$ cat src/rtl/ex_mem_stage_if.sv
// ex_mem_stage_if: data-cache port of the EX/MEM pipeline stage.
// The stage drives the request (master). The data cache answers with
// dhit and dmemload (slave).
interface ex_mem_stage_if;
  logic        dhit;
  logic [31:0] dmemload;
  logic        dmemREN;
  logic        dmemWEN;
  logic [31:0] dmemaddr;
  logic [31:0] dmemstore;

  modport master (
    input  dhit,
    input  dmemload,
    output dmemREN,
    output dmemWEN,
    output dmemaddr,
    output dmemstore
  );

  modport slave (
    output dhit,
    output dmemload,
    input  dmemREN,
    input  dmemWEN,
    input  dmemaddr,
    input  dmemstore
  );
endinterface

$ cat src/rtl/ex_mem_stage.sv
// ex_mem_stage: EX/MEM pipeline register with a data-cache access FSM.
// A captured load or store raises mem_stall until the cache answers with dhit.
// A flush that arrives during an access is remembered and applied once the
// access completes. Once halt is captured, the stage stops advancing.
// Optional macro EX_MEM_FWD_EN enables the forwarding outputs. In the
// default build those outputs are tied to zero.
module ex_mem_stage (
  input  logic                  CLK,
  input  logic                  nRST,
  // EX side
  input  logic [31:0]           aluout_i,
  input  logic [31:0]           rdat2_i,
  input  logic [4:0]            wsel_i,
  input  logic [31:0]           pc4_i,
  input  logic                  RegWr_i,
  input  logic                  dREN_i,
  input  logic                  dWEN_i,
  input  logic                  MemToReg_i,
  input  logic                  halt_i,
  // pipeline control
  input  logic                  en,
  input  logic                  flush,
  // data cache
  ex_mem_stage_if.master        dmem,
  // WB side
  output logic [31:0]           aluout_o,
  output logic [31:0]           dload_o,
  output logic [4:0]            wsel_o,
  output logic [31:0]           pc4_o,
  output logic                  RegWr_o,
  output logic                  MemToReg_o,
  output logic                  halt_o,
  output logic                  mem_stall,
  // forwarding
  output logic                  fwd_valid,
  output logic [4:0]            fwd_wsel,
  output logic [31:0]           fwd_data
);

  typedef enum logic [1:0] {
    IDLE = 2'd0,
    REQ  = 2'd1,
    DONE = 2'd2
  } state_t;

  typedef struct packed {
    logic [31:0] aluout;
    logic [31:0] rdat2;
    logic [4:0]  wsel;
    logic [31:0] pc4;
    logic        regwr;
    logic        dren;
    logic        dwen;
    logic        memtoreg;
    logic        halt;
  } stage_t;

  stage_t      stage_q;
  logic [31:0] dload_q;
  state_t      state_q;
  logic        pend_flush_q;

  logic        in_req_s;
  logic        rd_req_s;
  logic        wr_req_s;

  // A store takes precedence when both enables are set.
  assign in_req_s = (state_q == REQ);
  assign wr_req_s = in_req_s & stage_q.dwen;
  assign rd_req_s = in_req_s & stage_q.dren & ~stage_q.dwen;

  // FSM and pipeline register. An access in flight blocks en and flush.
  always_ff @(posedge CLK or negedge nRST) begin
    if (!nRST) begin
      stage_q      <= '0;
      dload_q      <= 32'd0;
      state_q      <= IDLE;
      pend_flush_q <= 1'b0;
    end else begin
      case (state_q)
        REQ: begin
          if (dmem.dhit) begin
            if (pend_flush_q || flush) begin
              // The access has finished, so the deferred flush now applies.
              stage_q      <= '0;
              dload_q      <= 32'd0;
              pend_flush_q <= 1'b0;
              state_q      <= IDLE;
            end else begin
              if (rd_req_s) begin
                dload_q <= dmem.dmemload;
              end else begin
                dload_q <= dload_q;
              end
              state_q <= DONE;
            end
          end else if (flush) begin
            pend_flush_q <= 1'b1;
          end else begin
            state_q <= REQ;
          end
        end
        IDLE, DONE: begin
          if (flush) begin
            stage_q      <= '0;
            dload_q      <= 32'd0;
            pend_flush_q <= 1'b0;
            state_q      <= IDLE;
          end else if (en && !stage_q.halt) begin
            stage_q <= '{aluout:   aluout_i,
                         rdat2:    rdat2_i,
                         wsel:     wsel_i,
                         pc4:      pc4_i,
                         regwr:    RegWr_i,
                         dren:     dREN_i,
                         dwen:     dWEN_i,
                         memtoreg: MemToReg_i,
                         halt:     halt_i};
            dload_q <= 32'd0;
            state_q <= (dREN_i || dWEN_i) ? REQ : IDLE;
          end else begin
            state_q <= state_q;
          end
        end
        default: begin
          stage_q      <= '0;
          dload_q      <= 32'd0;
          pend_flush_q <= 1'b0;
          state_q      <= IDLE;
        end
      endcase
    end
  end

  // Cache request is decoded from the registered state only. A reset drops it at once.
  assign dmem.dmemREN   = rd_req_s;
  assign dmem.dmemWEN   = wr_req_s;
  assign dmem.dmemaddr  = {stage_q.aluout[31:2], 2'b00};
  assign dmem.dmemstore = stage_q.rdat2;
  assign mem_stall      = in_req_s;

  assign aluout_o   = stage_q.aluout;
  assign dload_o    = dload_q;
  assign wsel_o     = stage_q.wsel;
  assign pc4_o      = stage_q.pc4;
  assign RegWr_o    = stage_q.regwr;
  assign MemToReg_o = stage_q.memtoreg;
  assign halt_o     = stage_q.halt;

`ifdef EX_MEM_FWD_EN
  // Results are forwarded only when no access is in flight. Register 0 is never forwarded.
  assign fwd_valid = stage_q.regwr & (stage_q.wsel != 5'd0) & ~in_req_s;
  assign fwd_wsel  = stage_q.wsel;
  assign fwd_data  = stage_q.memtoreg ? dload_q : stage_q.aluout;
`else
  assign fwd_valid = 1'b0;
  assign fwd_wsel  = 5'd0;
  assign fwd_data  = 32'd0;
`endif

endmodule

$ cat src/flat_wrapper.sv
// flat-port wrapper written by rule: the top's interface ports become plain ports
module ex_mem_stage_flat 
  (CLK, nRST, aluout_i, rdat2_i, wsel_i, pc4_i, RegWr_i, dREN_i, dWEN_i, MemToReg_i, halt_i, en, flush, aluout_o, dload_o, wsel_o, pc4_o, RegWr_o, MemToReg_o, halt_o, mem_stall, fwd_valid, fwd_wsel, fwd_data, dmem_dhit, dmem_dmemload, dmem_dmemREN, dmem_dmemWEN, dmem_dmemaddr, dmem_dmemstore);
  ex_mem_stage_if dmem_i ();
  input  logic CLK;
  input  logic nRST;
  input  logic [31:0] aluout_i;
  input  logic [31:0] rdat2_i;
  input  logic [4:0] wsel_i;
  input  logic [31:0] pc4_i;
  input  logic RegWr_i;
  input  logic dREN_i;
  input  logic dWEN_i;
  input  logic MemToReg_i;
  input  logic halt_i;
  input  logic en;
  input  logic flush;
  output logic [31:0] aluout_o;
  output logic [31:0] dload_o;
  output logic [4:0] wsel_o;
  output logic [31:0] pc4_o;
  output logic RegWr_o;
  output logic MemToReg_o;
  output logic halt_o;
  output logic mem_stall;
  output logic fwd_valid;
  output logic [4:0] fwd_wsel;
  output logic [31:0] fwd_data;
  input wire logic [$bits(dmem_i.dhit)-1:0] dmem_dhit;
  input wire logic [$bits(dmem_i.dmemload)-1:0] dmem_dmemload;
  output wire logic [$bits(dmem_i.dmemREN)-1:0] dmem_dmemREN;
  output wire logic [$bits(dmem_i.dmemWEN)-1:0] dmem_dmemWEN;
  output wire logic [$bits(dmem_i.dmemaddr)-1:0] dmem_dmemaddr;
  output wire logic [$bits(dmem_i.dmemstore)-1:0] dmem_dmemstore;
  assign dmem_i.dhit = dmem_dhit;
  assign dmem_i.dmemload = dmem_dmemload;
  assign dmem_dmemREN = dmem_i.dmemREN;
  assign dmem_dmemWEN = dmem_i.dmemWEN;
  assign dmem_dmemaddr = dmem_i.dmemaddr;
  assign dmem_dmemstore = dmem_i.dmemstore;
  ex_mem_stage u_core (.CLK(CLK), .nRST(nRST), .aluout_i(aluout_i), .rdat2_i(rdat2_i), .wsel_i(wsel_i), .pc4_i(pc4_i), .RegWr_i(RegWr_i), .dREN_i(dREN_i), .dWEN_i(dWEN_i), .MemToReg_i(MemToReg_i), .halt_i(halt_i), .en(en), .flush(flush), .dmem(dmem_i), .aluout_o(aluout_o), .dload_o(dload_o), .wsel_o(wsel_o), .pc4_o(pc4_o), .RegWr_o(RegWr_o), .MemToReg_o(MemToReg_o), .halt_o(halt_o), .mem_stall(mem_stall), .fwd_valid(fwd_valid), .fwd_wsel(fwd_wsel), .fwd_data(fwd_data));
endmodule
$ cat config.mk
export PLATFORM = sky130hd
export DESIGN_NAME = ex_mem_stage_flat
export DESIGN_NICKNAME = d
export VERILOG_FILES = /design/src/rtl/ex_mem_stage_if.sv /design/src/rtl/ex_mem_stage.sv /design/src/flat_wrapper.sv
export SDC_FILE = /design/constraint.sdc
export NUM_CORES = 1
export LEC_CHECK = 0
export CORE_MARGIN = 3
export CORE_UTILIZATION = 23
export CTS_CLUSTER_SIZE = 10
export DETAILED_ROUTE_END_ITERATION = 10
export DONT_BUFFER_PORTS = 1
export SLEW_MARGIN = 10
export SYNTH_ARGS = -nofsm -noshare
export SYNTH_HDL_FRONTEND = slang
export SYNTH_SLANG_ARGS = --single-unit
export TNS_END_PERCENT = 10
$ cat constraint.sdc
create_clock -name CLK -period 3.9 [get_ports CLK]
set_input_delay 1.17 -clock CLK [delete_from_list [all_inputs] [get_ports CLK]]
set_output_delay 1.17 -clock CLK [all_outputs]
set_load 0.005 [all_outputs]
==> impl_metrics.toml, run 1 <==
[synthesis]
yosysSeqAreaShare_pct = 48.5
syn_area_um2 = 7280
yosysTopAreaCellShare_pct = 48.5
synth_seq_cells = 141
synth_warnings = 0
synth_area_leader_cell = "dfrtp_1"
synthCells = 711
synth_cell_types = 23
avgSynthCellArea_um2 = 10.2
synth_top_cells_by_area = "dfrtp_1 48%, buf_4 18%, mux2i_1 15%, inv_1 5.5%, nand2_1 5.5%"

[die]
rows = 64
die_x_um = 184
initial_core_util_pct = 23.5
ios = 352
die_y_um = 184
dieArea_um2 = 33800
core_um2 = 30900

[sta]
timing.final.crit_period_ps = 2530
fin_crit_sh_pct = 64.9
drv_slew = 0
setup_violations = 0
fin_worst_skew_ps = 7.84
hold_viol = 0
slew-limit-headroom_pct = 57.2
rsz0062_at_grt = "no"
timing.fmax_mhz = 395
tightest_slew_ps = 641
setup_tns_ps = 0

[worst_setup_path]
rr_worst_depth = 4
crit_path_start_kind = "register"
rrSetupSlack_ps = 1820
worstSetupPathType = "register to output pin"
worstReg2RegEnd = "u_core.dmem.dmemstore[21]$_DFFE_PN0P_"
max_stage_delay_ps = 460
path_cells = "nor2b_1, and2_1"
crit_slowest_cell = "dfrtp_1"
cp.arrival_ps = 1360
r2r_start = "u_core.halt_o$_DFFE_PN0P_"
critPathMaxFanout = 6
required_ps = 2730
end_kind = "output pin"

[power]
power.leakage_nw = 3.69
power.internal_mw = 3.32
p_seq_share_pct = 42.5
finalPower_mw = 4.64
power_frac_comb_pct = 15.7
pwr-share-clk_pct = 41.8
ir_drop_mv = 0.286
swShare_pct = 28.3
power_density_nw_per_um2 = 637
power.switching_mw = 1.31

[layout]
layout_common_cells = "141 x dfrtp_1, 106 x inv_1, 106 x nand2_1, 106 x mux2i_1, 40 x conb_1"
antenna_cells = 0
final_common_cell = "dfrtp_1"
final_net_count = 718
area_growth_pct = 0.0172
fin_cells = 983
utilization_pct = 23.5
drive_above_1_share_pct = 7.16
design_area_um2 = 7280

[run_status]
status = "completed"

[clocking]
cts_sinks = 141
cts_tree = "yes"
post_cts_buffers = 0
ctsHoldBuffers = 0
worstSkewPairLatency_ps = 430
ctsResizeCount = 0
clockRootBuffer = "clkbuf_16"
cts_buffer_depth = 2
clk_pin_slew_ps = 60
cts-buffers-inserted = 17
cts-htree-levels = 4

[routing]
drc = 0
wire_per_inst_um = 16.4
drt_iter0_markers = 102
drt-pass1-iter-count = 4
avgViaCountPerCell = 3.91
drt-total-wl_mm = 16.2
ant_nets = 0
route.vias.total = 3845

[global_routing]
grt-ovfl-total = 0
grt.total_usage_pct = 9.20
grt_max_degree = 142
antenna_found_initial = 0
grt_pass1_wl_mm = 23.0
grt_pass1_vias = 3948

[placement]
placed_cell_area_um2 = 6580
dp_hpwl_mm = 11.3
gp_congestion = 0.690
dp.cells = 952
portBuffers = 0

[flow_run]
maxCapViolations = 0

[worst_hold_path]
hold_path.class = "input port to asynchronous set/reset pin"
## routing by layer
| layer | routed length [µm] | part of all wire [%] | global-route usage [%] |
|---|---|---|---|
| met3 | 2000 | 12 | 5.20 |
| met4 | 195 | 1.2 | 3.45 |
| met5 | 0 | 0 | 0 |
| met1 | 6000 | 37 | 9.12 |
| met2 | 7960 | 49 | 16.1 |
## cells in the mapped netlist
library cell and number:
buf_4 174, dfrtp_1 141, inv_1 106, mux2i_1 106
nand2_1 106, a22o_1 32, clkbuf_1 11, buf_6 8
buf_2 7, nor2_1 3, nor2b_1 3, a21oi_1 2
and2_1 2, conb_1 1, nor3b_1 1, nor4_2 1
o211a_1 1, o21ai_0 1, o221ai_1 1, o2bb2ai_1 1
or2_2 1, or3b_2 1, or4b_4 1
## through the flow
step	worst slack, ps	hold WS, ps
floorplan	1420	489
global placement	1200	514
detailed placement	1100	510
CTS	1300	389
global route	1280	388
finish	1370	437
## layout make-up
cell class	instances	area, µm²
Clock inverter	10	235
Tap cell	396	495
Inverter	106	398
Sequential cell	141	3530
Timing Repair Buffer	6	95.1
Multi-Input combinational cell	303	2060
Clock buffer	21	460
Fill cell	3281	23600
## power groups by stage
stage / combinational [mW] / sequential [mW] / clock (mW)
after floorplan: 1.09 / 1.85 / 0
after global placement: 0.720 / 2.00 / 0
after detailed placement: 0.744 / 2.00 / 0
after global routing: 0.813 / 2.01 / 2.07
after CTS: 0.742 / 1.98 / 2.01
final: 0.727 / 1.97 / 1.94
## worst max-delay path by stage
stage	slack (ps)	endpoint	startpoint
after global placement	1200	u_core.pc4_o[21]$_DFFE_PN0P_	en
after global routing	1280	dmem_dmemREN	u_core.state_q[0]$_DFFE_PN0P_
final	1370	dmem_dmemREN	u_core.state_q[0]$_DFFE_PN0P_
after CTS	1300	dmem_dmemWEN	u_core.state_q[0]$_DFFE_PN0P_
after detailed placement	1100	u_core.dmem.dmemstore[21]$_DFFE_PN0P_	en
after floorplan	1420	u_core.dload_o[10]$_DFFE_PN0P_	flush
## flip-flops by register name, summed over array words and instances, names as in the netlist, 2 cells and up
register and count:
u_core.dmem.dmemstore 32, u_core.aluout_o 32, u_core.stage_q 2, u_core.wsel_o 5, u_core.state_q 2, u_core.pc4_o 32
u_core.dload_o 32
## critical path: cells and delay by family (launching register included)
kind / cells / cell delay (ps)
and+or+nand+nor: 2 / 480
DFF: 1 / 460
## cells by family (layout without fill, tap and decap cells)
group           after synthesis  count (layout)  share of synthesized area (%)
buf+inv                     306             143                           25.7
flops                       141             141                           48.5
mux                         106             106                           14.6
other cells                   1              40                         0.0515
compound gates               38              38                           4.44
simple gates                119             119                           6.72
(Power assumes the default switching activity.)
==> run 2: changes to the inputs <==
Clock period 3.9 ns to 2.35 ns, I/O delays scaled along.
==> run 2 against run 1 <==
Worst hold slack got worse by 460 ps. Utilization is 0.17 points lower. Wire length decreased by 1.7%. The run now ends with hold timing left. Setup slack worse by 1100 ps. Combinational power is 71% higher. Sequential share of layout area rose by 0.34 points. Clock skew rose by 2.9 ps. Critical path type unchanged.
==> impl_metrics.toml, run 2 (synthesized netlist as in run 1, its figures left out) <==
[sta]
holdWs_ps = -25.5
setup_tns_ps = 0
hold_viol = 127
timing.final.crit_period_ps = 2070
fin_ws_ps = 278
timing.fmax_mhz = 483
rsz0062_at_grt = "no"
drv_slew = 0
fin_crit_sh_pct = 88.2
setup_violations = 0
fin_worst_skew_ps = 10.7

[global_routing]
grt_pass1_wl_mm = 22.7
grt_pass1_vias = 3864
grt.total_usage_pct = 9.15
antenna_found_initial = 0
grt_max_degree = 142
grt-ovfl-total = 0

[worst_setup_path]
worstSetupPathType = "register to output pin"
critPathMaxFanout = 4
cp.arrival_ps = 1370
crit_path_start_kind = "register"
end_kind = "output pin"
required_ps = 1640

[layout]
area_growth_pct = -0.688
layout_common_cells = "141 x dfrtp_1, 106 x inv_1, 106 x nand2_1, 106 x mux2i_1, 40 x conb_1"
final_common_cell = "dfrtp_1"
antenna_cells = 0
fillers = 3290
final_net_count = 722
drive_above_1_share_pct = 7.95

[routing]
ant_nets = 0
avgViaCountPerCell = 3.83
drt_iter0_markers = 90
route.vias.total = 3777
drc = 0
met1_length_mm = 5.94
drt-total-wl_mm = 15.9
maxUsedRoutingLayer = "met4"
wire_per_inst_um = 16.1
route.met2.wl_mm = 7.52
drt-pass1-iter-count = 4
dr_wl_met3_mm = 2.05

[clocking]
cts-buffers-inserted = 17
cts-htree-levels = 4
cts_tree = "yes"
clk_pin_slew_ps = 60
post_cts_buffers = 0
clockRootBuffer = "clkbuf_16"
ctsResizeCount = 0
cts_sinks = 141
worstSkewPairLatency_ps = 430
cts_buffer_depth = 2

[worst_hold_path]
hold_path.class = "input port to asynchronous set/reset pin"

[placement]
dp_hpwl_mm = 11.3
portBuffers = 0
place_ws_ps = 239
gp_congestion = 0.696

[power]
power.leakage_nw = 3.67
ir_drop_mv = 0.486
power_density_nw_per_um2 = 1000

[die]
dieArea_um2 = 33800
die_x_um = 184
rows = 64
core_um2 = 30900
ios = 352
die_y_um = 184
initial_core_util_pct = 23.5

[run_status]
violations = "hold timing"
status = "finished, violations left"

[flow_run]
maxCapViolations = 0
run 2: cell types whose count changed in the layout (fill, tap and decap cells not counted):
cell	before	now
clkbuf_8	2	1
clkbuf_1	2	1
buf_4	2	4
clkinvlp_4	1	3
buf_12	4	6
bufinv_16	7	3
clkinv_4	2	1
clkinv_2	0	5
run 2: final cells by class:
type,count,area [µm²],area share [%]
inverters,106,398,5.51
repair buffers,10,150,2.08
well taps,396,495,6.86
flip-flops and latches,141,3530,48.8
multi-input cells,303,2060,28.6
clock buffers,19,443,6.13
clock inverters,12,146,2.03
run 2: power by group:
group	switching, mW	internal (mW)
clock network	1.06	1.68
registers	0.423	2.84
logic	0.689	0.549
total	2.18	5.07
run 2: critical path, cell delays in order (launching register included):
cell and delay (ps):
dfrtp_1 450, nor2b_1 290, and2_1 210
run 2: stage by stage:
stage	power [mW]	utilization, %	cells	cell area, µm²
CTS	7.40	23.4	987	7230
global placement	4.56	21.5	956	6640
global route	7.67	23.4	987	7230
finish	7.25	23.4	987	7230
floorplan	4.89	-	750	7420
detailed placement	4.59	21.5	956	6640
run 2: per-layer routing:
layer  vias to the layer above  track usage [%]
li1                       1733                -
met1                      1766             9.49
met2                       257             15.0
met3                        21             4.97
met4                         0             4.60
met5                         -                0
run 2: path summary, 6_finish.rpt:
check                                               from                                    end  slack (ps)  depth (start not counted)
setup / recovery           u_core.stage_q[2]$_DFFE_PN0P_                           dmem_dmemREN         280                          2
hold / removal                                      nRST        u_core.aluout_o[24]$_DFFE_PN0P_         -30                          0
setup reg to reg           u_core.state_q[1]$_DFFE_PN0P_  u_core.dmem.dmemstore[22]$_DFFE_PN0P_         490                          4
hold reg to reg            u_core.dload_o[7]$_DFFE_PN0P_          u_core.dload_o[7]$_DFFE_PN0P_         530                          1
max in group asynchronous                           nRST           u_core.pc4_o[11]$_DFFE_PN0P_        2190                          0
min in group CLK                               pc4_i[22]           u_core.pc4_o[22]$_DFFE_PN0P_         400                          2
==> run 3: changes to the inputs <==
Settings changed: CORE_AREA set to 2 2 135 137, CORE_MARGIN 3 to not set, CORE_UTILIZATION 23 to not set, DIE_AREA set to 0 0 137 139.
==> run 3 against run 2 <==
The run still ends with hold timing left. Highest routed layer unchanged. Critical path type unchanged. Clock power is 6% lower. Global-route usage is 5.6 points higher. Sequential cell count did not move. Register-to-register slack lost 30 ps. Largest power group unchanged. Clock-buffer cell count stayed put.
==> impl_metrics.toml, run 3 (synthesized netlist as in run 1, its figures left out) <==
[die]
die_x_um = 137
dieArea_um2 = 19000
rows = 49
ios = 352
core_um2 = 17700
initial_core_util_pct = 41.2
die_y_um = 139

[sta]
setup_tns_ps = 0
setup_violations = 0
rsz0062_at_grt = "no"
fin_worst_skew_ps = 7.53
drv_slew = 0
timing.fmax_mhz = 494
hold_viol = 32
fin_crit_sh_pct = 86.1
holdWs_ps = -16.4
timing.final.crit_period_ps = 2020

[clocking]
cts_buffer_depth = 2
cts-buffers-inserted = 17
cts_sinks = 141
post_cts_buffers = 0
worstSkewPairLatency_ps = 410
clk_pin_slew_ps = 60
cts_tree = "yes"
ctsResizeCount = 0
cts-htree-levels = 4
clockRootBuffer = "clkbuf_16"

[worst_setup_path]
crit_slowest_cell = "dfrtp_1"
cp.arrival_ps = 1320
required_ps = 1640
critPathMaxFanout = 6
end_kind = "output pin"
cp-startpoint = "u_core.state_q[0]$_DFFE_PN0P_"
max_stage_delay_ps = 440
worstSetupPathType = "register to output pin"
r2r_start = "u_core.state_q[1]$_DFFE_PN0P_"
path_cells = "nor2b_1, and2_1"
crit_path_start_kind = "register"

[global_routing]
grt_max_degree = 142
grt-ovfl-total = 0
antenna_found_initial = 0
grt_pass1_wl_mm = 21.7
grt_pass1_vias = 4033
grt.total_usage_pct = 14.7

[power]
power.switching_mw = 2.16
p_seq_share_pct = 46.5
power.leakage_nw = 3.64
swShare_pct = 30.7
ir_drop_mv = 0.464
power.internal_mw = 4.87
pwr-share-clk_pct = 36.6
power_frac_comb_pct = 16.9
power_density_nw_per_um2 = 1010

[run_status]
status = "finished, violations left"
violations = "hold timing"

[routing]
avgViaCountPerCell = 4.69
route.vias.total = 3838
wire_per_inst_um = 17.5
drc = 0
drt-total-wl_mm = 14.3
ant_nets = 0
drt-pass1-iter-count = 6
drt_iter0_markers = 154

[placement]
portBuffers = 0
dp_hpwl_mm = 10.3
gp_congestion = 0.780

[worst_hold_path]
hold_path.class = "input port to asynchronous set/reset pin"

[layout]
utilization_pct = 39.4
multi_input_area_um2 = 2050
fillers = 1702
final_net_count = 719
layout_common_cells = "141 x dfrtp_1, 106 x inv_1, 106 x nand2_1, 106 x mux2i_1, 40 x conb_1"
register_area_um2 = 3530
drive_above_1_share_pct = 7.64
final_common_cell = "dfrtp_1"
antenna_cells = 0
area_growth_pct = -4.47

[flow_run]
maxCapViolations = 0
## run 3: changes by cell type in the layout (fill, tap and decap cells not counted), sizes merged
cell	previous run	this run
bufinv	3	1
clkinv	6	3
buf	10	7
inv	106	112
## run 3: layout make-up
type | instances | area share (%)
clock buffers | 19 | 6.37
flip-flops and latches | 141 | 50.8
clock inverters | 13 | 1.82
well taps | 229 | 4.12
inverters | 106 | 5.72
repair buffers | 7 | 1.66
multi-input cells | 303 | 29.5
## run 3: power groups by stage
stage / Clock, mW / Sequential, mW / Combinational [mW]
floorplan: 0 / 3.08 / 1.81
global placement: 0 / 3.31 / 1.15
detailed placement: 0 / 3.31 / 1.22
CTS: 2.66 / 3.28 / 1.21
global route: 2.79 / 3.34 / 1.33
finish: 2.57 / 3.27 / 1.19
## run 3: worst paths after layout
path | cells past startpoint | end | slack (ps)
max | 2 | dmem_dmemREN | 330
min | 0 | u_core.pc4_o[11]$_DFFE_PN0P_ | -20
max reg2reg | 4 | u_core.dmem.dmemstore[2]$_DFFE_PN0P_ | 460
min reg2reg | 1 | u_core.dload_o[6]$_DFFE_PN0P_ | 530
max in group asynchronous | 0 | u_core.aluout_o[22]$_DFFE_PN0P_ | 2190
min in group CLK | 2 | u_core.dmem.dmemstore[20]$_DFFE_PN0P_ | 420
## run 3: critical path, delay by kind of cell (launching register included)
kind          cells  cell delay, ps
simple gates      2             470
flops             1             440
## run 3: metal layers
metal / track usage (%) / share of wire [%] / vias up
met5: 0 / 0 / -
met4: 5.64 / 2.0 / 0
met3: 6.54 / 11 / 20
met2: 25.5 / 51 / 229
met1: 15.5 / 37 / 1858
li1: - / - / 1731
## run 3: through the flow
stage                     area, µm²  cells  power (mW)  setup WS (ps)
after floorplan                7420    750        4.89            332
final                          6950    818        7.03            327
after detailed placement       6380    786        4.53            230
after global placement         6380    786        4.46            264
after global routing           6950    818        7.45            258
after CTS                      6950    818        7.15            281
